===== src/rtl/interp_row_padder.sv =====
// interp_row_padder
//   Ping-pong row buffer feeding the 8-tap quarter-pel luma interpolator.
//   One bank fills from the upstream handshake while the other streams an
//   edge-padded row (3 left replicas, WIDTH body pixels, 4 right replicas)
//   with no gaps between back-to-back rows. A marker travels an 8-stage
//   delay line next to the stream and flags the cycles where the
//   interpolator's a/b/c sums belong to output pixel win_idx.
//
//   state | meaning
//   IDLE  | nothing streaming; waiting for the read bank to become full
//   LPAD  | emitting the left replicas of pixel 0 (3 cycles)
//   BODY  | emitting pixels 0..WIDTH-1 of the read bank
//   RPAD  | emitting the right replicas of pixel WIDTH-1 (4 cycles)
module interp_row_padder #(
    parameter int WIDTH  = 16,
    parameter int HEIGHT = 16
) (
    input  logic                     clock,
    input  logic                     reset_n,
    input  logic [7:0]               in_pix,
    input  logic                     in_valid,
    output logic                     in_ready,
    output logic [7:0]               pix_out,
    output logic                     pix_valid,
    output logic                     win_valid,
    output logic [$clog2(WIDTH)-1:0] win_idx,
    output logic                     win_row_last,
    output logic                     win_frame_last
);

    localparam int IDX_W = $clog2(WIDTH);
    localparam int ROW_W = (HEIGHT > 1) ? $clog2(HEIGHT) : 1;
    localparam logic [IDX_W-1:0] LAST_IDX = IDX_W'(WIDTH - 1);
    localparam logic [ROW_W-1:0] LAST_ROW = ROW_W'(HEIGHT - 1);
    // Phase timers load "cycles remaining minus one" and end at zero.
    localparam logic [IDX_W-1:0] LPAD_LOAD = IDX_W'(2);
    localparam logic [IDX_W-1:0] RPAD_LOAD = IDX_W'(3);

    typedef enum logic [1:0] {
        S_IDLE = 2'd0,
        S_LPAD = 2'd1,
        S_BODY = 2'd2,
        S_RPAD = 2'd3
    } state_t;

    logic [7:0]       bank_mem [2][WIDTH];
    logic [1:0]       full;
    logic             wr_bank;
    logic             rd_bank;
    logic [IDX_W-1:0] wr_ptr;
    logic [IDX_W-1:0] rd_ptr;
    logic [IDX_W-1:0] phase_cnt;
    state_t           state;

    logic             mark_on;
    logic [IDX_W-1:0] mark_idx;
    logic [7:0]       dly_valid;
    logic [IDX_W-1:0] dly_idx [8];
    logic [ROW_W-1:0] row_cnt;

    logic             xfer;
    logic             fill_done;
    logic             row_done;
    logic             other_full;

    assign in_ready   = reset_n & ~full[wr_bank];
    assign xfer       = in_valid & in_ready;
    assign fill_done  = xfer & (wr_ptr == LAST_IDX);
    assign row_done   = (state == S_RPAD) && (phase_cnt == '0);
    assign other_full = full[~rd_bank];

    assign win_valid  = dly_valid[7];
    assign win_idx    = dly_idx[7];

    // Pixel storage: accepted pixels land in the bank currently being filled
    always_ff @(posedge clock) begin
        if (xfer) begin
            bank_mem[wr_bank][wr_ptr] <= in_pix;
        end
    end

    // Fill pointer, bank selection and full flags; a fill and a free on the
    // same edge always touch different banks, so both are applied
    always_ff @(posedge clock) begin
        if (!reset_n) begin
            full    <= '0;
            wr_bank <= 1'b0;
            wr_ptr  <= '0;
        end else begin
            if (xfer) begin
                if (fill_done) begin
                    wr_ptr  <= '0;
                    wr_bank <= ~wr_bank;
                end else begin
                    wr_ptr  <= wr_ptr + 1'b1;
                end
            end
            if (fill_done) begin
                full[wr_bank] <= 1'b1;
            end
            if (row_done) begin
                full[rd_bank] <= 1'b0;
            end
        end
    end

    // Emit FSM: registered pix_out/pix_valid describe the current stream
    // position; the row-start marker is raised on the edge entering LPAD
    always_ff @(posedge clock) begin
        if (!reset_n) begin
            state     <= S_IDLE;
            phase_cnt <= '0;
            rd_ptr    <= '0;
            rd_bank   <= 1'b0;
            pix_out   <= '0;
            pix_valid <= 1'b0;
            mark_on   <= 1'b0;
            mark_idx  <= '0;
        end else begin
            if (mark_on) begin
                if (mark_idx == LAST_IDX) begin
                    mark_on <= 1'b0;
                end else begin
                    mark_idx <= mark_idx + 1'b1;
                end
            end

            case (state)
                S_IDLE: begin
                    if (full[rd_bank]) begin
                        state     <= S_LPAD;
                        phase_cnt <= LPAD_LOAD;
                        pix_out   <= bank_mem[rd_bank][0];
                        pix_valid <= 1'b1;
                        mark_on   <= 1'b1;
                        mark_idx  <= '0;
                    end
                end

                S_LPAD: begin
                    pix_out <= bank_mem[rd_bank][0];
                    if (phase_cnt == '0) begin
                        state     <= S_BODY;
                        phase_cnt <= LAST_IDX;
                        rd_ptr    <= IDX_W'(1);
                    end else begin
                        phase_cnt <= phase_cnt - 1'b1;
                    end
                end

                S_BODY: begin
                    if (phase_cnt == '0) begin
                        state     <= S_RPAD;
                        phase_cnt <= RPAD_LOAD;
                        pix_out   <= bank_mem[rd_bank][LAST_IDX];
                    end else begin
                        pix_out   <= bank_mem[rd_bank][rd_ptr];
                        rd_ptr    <= rd_ptr + 1'b1;
                        phase_cnt <= phase_cnt - 1'b1;
                    end
                end

                S_RPAD: begin
                    if (phase_cnt == '0) begin
                        rd_bank <= ~rd_bank;
                        if (other_full) begin
                            state     <= S_LPAD;
                            phase_cnt <= LPAD_LOAD;
                            pix_out   <= bank_mem[~rd_bank][0];
                            mark_on   <= 1'b1;
                            mark_idx  <= '0;
                        end else begin
                            state     <= S_IDLE;
                            pix_valid <= 1'b0;
                        end
                    end else begin
                        pix_out   <= bank_mem[rd_bank][LAST_IDX];
                        phase_cnt <= phase_cnt - 1'b1;
                    end
                end

                default: begin
                    state     <= S_IDLE;
                    pix_valid <= 1'b0;
                end
            endcase
        end
    end

    // Delay the per-pixel markers by eight cycles: by then the interpolator
    // buffer holds padded p(j-3)..p(j+4) for marker j
    always_ff @(posedge clock) begin
        if (!reset_n) begin
            dly_valid <= '0;
            for (int i = 0; i < 8; i++) begin
                dly_idx[i] <= '0;
            end
        end else begin
            dly_valid  <= {dly_valid[6:0], mark_on};
            dly_idx[0] <= mark_idx;
            for (int i = 1; i < 8; i++) begin
                dly_idx[i] <= dly_idx[i-1];
            end
        end
    end

    // Row/frame end flags track the last delay stage; the row counter
    // advances after each row end and wraps after the frame end
    always_ff @(posedge clock) begin
        if (!reset_n) begin
            win_row_last   <= 1'b0;
            win_frame_last <= 1'b0;
            row_cnt        <= '0;
        end else begin
            win_row_last   <= dly_valid[6] && (dly_idx[6] == LAST_IDX);
            win_frame_last <= dly_valid[6] && (dly_idx[6] == LAST_IDX) &&
                              (row_cnt == LAST_ROW);
            if (win_row_last) begin
                row_cnt <= win_frame_last ? '0 : row_cnt + 1'b1;
            end
        end
    end

endmodule


===== config.mk =====
export PLATFORM = sky130hd
export DESIGN_NAME = interp_row_padder
export DESIGN_NICKNAME = d
export VERILOG_FILES = /design/src/rtl/interp_row_padder.sv
export SDC_FILE = /design/constraint.sdc
export NUM_CORES = 1
export LEC_CHECK = 0
export ABC_CLOCK_PERIOD_IN_PS = 2400
export CORE_UTILIZATION = 50
export CTS_CLUSTER_DIAMETER = 200
export DETAILED_ROUTE_END_ITERATION = 16
export PLACE_DENSITY_LB_ADDON = 0.12
export SLEW_MARGIN = 20
export SYNTH_ARGS = -nofsm -noshare
export SYNTH_HDL_FRONTEND = slang
export SYNTH_SLANG_ARGS = --single-unit

===== constraint.sdc =====
create_clock -name clock -period 2.4 [get_ports clock]
set_input_delay 0.72 -clock clock [delete_from_list [all_inputs] [get_ports clock]]
set_output_delay 0.72 -clock clock [all_outputs]
set_load 0.02 [all_outputs]

# After elaboration in Yosys (flattened, before gate mapping)
# Memory sizes are Yosys's and may differ from the RTL's. A register that Yosys moved wholly into a read port is not among the register bits.
# Cells that the tools add are included.
# W data, S select, Z words.
# totals
elab_cells	149
out_inout_bits	17
memories	2
ramBits	288
ff_bits	46
# mem_list
name	depth	word_bits	rd	rd_ports_with_merged_regs	write_ports	line_no	rtl
bank_mem	2	128	2	1	1	46	logic [7:0] bank_mem [2][WIDTH];
dly_idx	8	4	8	0	8	58	logic [IDX_W-1:0] dly_idx [8];
# op_classes
addsub	5
bitwise_logic	19
eq_ne	14
n_lt_le_gt_ge	8
n_mux	70
n_reduce_logical	16
# op_table
operator	n
$mux W128	1
$mux W4	22
$mux W8	7
$bmux W8 S4	1
$demux W8 S4	1
$pmux W8 S4	1
$mux W1	22
$add A4 B1 Y4 const B	4
$eq A4 B4 Y1 const B	4
$pmux W4 S2	2
$pmux W4 S4	1
$mux W2	7
$ge A5 B5 Y1 const B	2
$ne A2 B2 Y1 const B	5
$not A4 Y5	2
$or A1 B1 Y1	8
$pmux W2 S4	1
$reduce_and A4 Y1	2
$logic_and A1 B1 Y1	6
$lt A1 B2 Y1 const B	3
$reduce_and A2 Y1	3
$lt A5 B1 Y1 const B	1
$eq A2 B2 Y1 const B	2
$logic_not A4 Y1	1
15 further kinds	23

# Logic depth before layout (Yosys ltp)
# logic_depth
ltp_word	10
mapped_depth	9
depth_no_buf	7

# Worst setup path after synthesis
# No wires, ideal clock.
# synth_path
path_type	input port to output port
start	in reset_n
end	out in_ready
arrival_ns	1.755
slack_ns	-0.075
cell_stages	4
path_cell_list	clkbuf_1 clkbuf_1 clkbuf_1 and2_1
# synth_between
elab_chain_cells	1
# synth_rtl
element	line_no	rtl
from (decl)	19	input logic reset_n,
$and A1 B1 Y1	66	assign in_ready = reset_n & ~full[wr_bank];
to (decl)	22	output logic in_ready,
# Every way passes these cells.

# Worst setup path in the final report
# layout_path
start	reg wr_bank
end	out in_ready
# layout_between
elab_chain_cells	4
# layout_rtl
element	line_no	rtl
from (decl)	48	logic wr_bank;
from (signal assigned)	93	wr_bank <= ~wr_bank;
$mux W1 (not written as such) (2 in series)	66	
$not A1 Y1	66	
$and A1 B1 Y1	66	
# Every way passes these cells. The select of a mux whose other input is x is not followed.

==> impl_metrics.env <==
export IMPL_outcome="finished, violations left"
export IMPL_violations="design-rule violations"
export IMPL_antenna_cells=0
export IMPL_drtAntennaViolNets=0
export IMPL_vias=7894
export IMPL_p_leak_uw=0.00530
export IMPL_yosys_top_cells_area="edfxtp_1, dfxtp_1, mux4_2"
export IMPL_wl_met3_microns=2620
export IMPL_slowest_delay_ns=0.37
export IMPL_cp_max_fo=2
export IMPL_crit_arrival_ns=1.63
export IMPL_wirelength_microns=32700
export IMPL_worstSetupPathType="register to output pin"
export IMPL_holdPathEnd="dly_idx[0][13]"
export IMPL_pin_count=28
export IMPL_io_buffers=27
export IMPL_grt_overflow=0
export IMPL_clock_sinks=335
export IMPL_gr_usage_all_layers_pct=24.3
export IMPL_wl_met2_microns=15200
export IMPL_die_area_sq_um=27800
export IMPL_cp_cell_sequence="mux2i_2 -> and2_1 -> clkdlybuf4s15_1"
export IMPL_syn_num_nets=884
export IMPL_crit_buf_inv=1
export IMPL_max_cap_viol_count=0
export IMPL_synthToLayoutAreaGrowth_pct=17.7
export IMPL_start_kind="register"
export IMPL_synth_top_family_by_area="multiplexers"
export IMPL_r2r_end="pix_out[6]"
export IMPL_cts_made_buffers=36
export IMPL_dp_cells=1258
export IMPL_synth_seq_cells=335
export IMPL_cp_end_kind="output pin"
export IMPL_hold_violations=0
export IMPL_r2r_cells=6
export IMPL_yosys_most_used_dff="edfxtp_1"
export IMPL_max_freq_mhz=426
export IMPL_report_final_slew_viol_count=0
export IMPL_drc=1
export IMPL_synthAdderAreaFrac_pct=1.20
export IMPL_firstDrtPassIters=11
export IMPL_fin_skew_ns=0.0299
export IMPL_dr_max_layer_used="met4"
export IMPL_fin_nets=985
export IMPL_chipHeight_microns=167
export IMPL_critPathSlowestCell="dfxtp_1"
export IMPL_antenna_found_initial=0
export IMPL_r2r_start="rd_ptr[2]"
export IMPL_syn_area_sq_um=13500
export IMPL_wl_per_cell_microns=24.7
export IMPL_drt_met1_wl_microns=14000
export IMPL_relSlewSlack_pct=53.7
export IMPL_drtIter0Drc=836
export IMPL_grt_pass1_vias=7937
export IMPL_holdPathStages=1
export IMPL_cpLargestDelayFamily="flip-flops"
export IMPL_r2r_slack_ns=0.16
export IMPL_final_common_cell="edfxtp_1"
export IMPL_worstMarginPinSlew_ns=0.695
export IMPL_clk_transition_reported_paths_ns=0.06
export IMPL_tritoncts="built"
export IMPL_powerDensity_nw_per_um2=848
export IMPL_hold_slack_ns=0.433
export IMPL_synth_top_area_share_pct=56.7
export IMPL_synth_compound_area_share_pct=6.71
export IMPL_synth_mux_area_share_pct=13.5
export IMPL_yosys_area_share_simple_pct=7.51
export IMPL_rsz0062_at_grt="false"
export IMPL_post_dp_hpwl_microns=21900
export IMPL_drive_gt1_share_pct=21.8
export IMPL_finalNonFillerCells=1324
export IMPL_start_util_pct=51.4
export IMPL_critical_path_required_ns=1.68
export IMPL_timing_final_crit_period_ns=2.35
export IMPL_ys_seq_area_share_pct=68.4
export IMPL_period_share_pct=97.9
export IMPL_vias_per_cell=5.96
export IMPL_yosysUniqueCellTypes=63
export IMPL_total_power_uw=13500
export IMPL_clockBufferDepth=3
export IMPL_n_fill_cell=1944
export IMPL_row_count=59
export IMPL_grt_pass1_wl_microns=49800
export IMPL_grt_max_degree=56
export IMPL_synth_xor_area_share_pct=0.194
export IMPL_h_tree_depth=2
export IMPL_cts_root_buf="clkbuf_16"
export IMPL_hold_start="dly_idx[0][9]"
export IMPL_peakVddDrop_mv=0.857
export IMPL_coreArea_sq_um=26400
export IMPL_cts_setup_buffers=0
export IMPL_setup_viol_count_final=0
export IMPL_syn_inst=860
export IMPL_seqCellArea_sq_um=9270
export IMPL_synth_async_reset_ratio_pct=0
export IMPL_worstHoldPathType="register to register"
export IMPL_die_x_microns=167
export IMPL_synth_top_cell_by_area="edfxtp_1"
export IMPL_multi_input_area_sq_um=3960
export IMPL_synth_avg_cell_area_sq_um=15.8
export IMPL_clkLatencyLatePin_ns=0.52
export IMPL_gp_congestion=1.00
export IMPL_synth_edf_count=256
export IMPL_ys_warn_count=0
export IMPL_layout_common_cells="edfxtp_1, buf_4, dfxtp_1, mux2i_1, and2_1"
## cells by family after synthesis
| kind of cell | Yosys count |
|---|---|
| AND/OR/NAND/NOR | 195 |
| AO/OA/AOI/OAI | 131 |
| adder cells (fa/ha/maj) | 13 |
| multiplexers | 118 |
| flip-flops | 335 |
| XOR/XNOR | 3 |
| buffers and inverters | 65 |
## state kept, by name, summed over array words and instances (netlist names), 4 cells and up, named ones only
signal,flops
bank_mem,256
dly_idx,32
dly_valid,8
mark_idx,4
phase_cnt,4
pix_out,8
rd_ptr,4
row_cnt,4
wr_ptr,4
## cell type report
class                           instances  area share, %
Sequential cell                       335           58.2
Multi-Input combinational cell        460           24.8
Timing Repair Buffer                  116           6.48
Clock buffer                           46           6.28
Tap cell                              335           2.63
Clock inverter                         20           1.38
Inverter                               12          0.282
## worst reg2reg max path, stage by stage (launching register included)
cell and delay, ns:
dfxtp_1 0.67, buf_4 0.29, and2_1 0.34, a2111oi_0 0.19, a32oi_1 0.24, a21oi_1 0.15, a221o_1 0.28
## per-layer routing
metal | GRT usage (%) | vias to the layer above
met3 | 3.92 | 62
met1 | 35.2 | 3955
li1 | - | 3528
met4 | 8.13 | 0
met5 | 0 | -
met2 | 37.7 | 349
## per-stage QoR
stage               setup WS (ns)  TNS, ns  utilization, %  area [sq um]
global route             0.000922        0            60.5         15900
finish                     0.0504        0            60.5         15900
detailed placement         -0.141   -15.05            55.8         14700
floorplan                  0.0128        0               -         13500
CTS                       0.00653        0            60.5         15900
global placement           -0.115   -12.87            55.8         14700
## cells in the mapped netlist (9+ instances only)
cell / n
a21oi_1: 17
a22oi_1: 13
a31oi_1: 9
and2_1: 51
buf_4: 9
clkbuf_1: 28
dfxtp_1: 79
edfxtp_1: 256
ha_1: 13
inv_1: 12
mux2_2: 12
mux2i_1: 56
mux4_2: 48
nand2_1: 40
nor2_1: 50
nor2b_1: 12
o21ai_0: 30
o221ai_1: 10
## report_power, final
part	total [uW]	switching, uW	leakage [uW]	internal, uW
Sequential	6420	101	0.00294	6320
Combinational	1500	915	0.00176	580
Clock	5620	2210	0.000595	3400
## how the worst max path moves through the flow
stage	depth (start not counted)	endpoint	slack, ns	start
final	3	in_ready	0.05	wr_bank
after global routing	3	in_ready	0.0009	wr_bank
after CTS	3	in_ready	0.007	wr_bank
after detailed placement	6	bank_mem[1][16]	-0.14	in_valid
after global placement	6	bank_mem[1][17]	-0.12	in_valid
after floorplan	4	in_ready	0.01	reset_n
## repair_timing
item,4_1_cts,5_1_grt
endpoints found under the hold margin,0,0
endpoints found under the setup margin,1,3
resized for setup,2,2
hold buffers,0,0
Note: power is estimated with default switching activity, not from simulation.
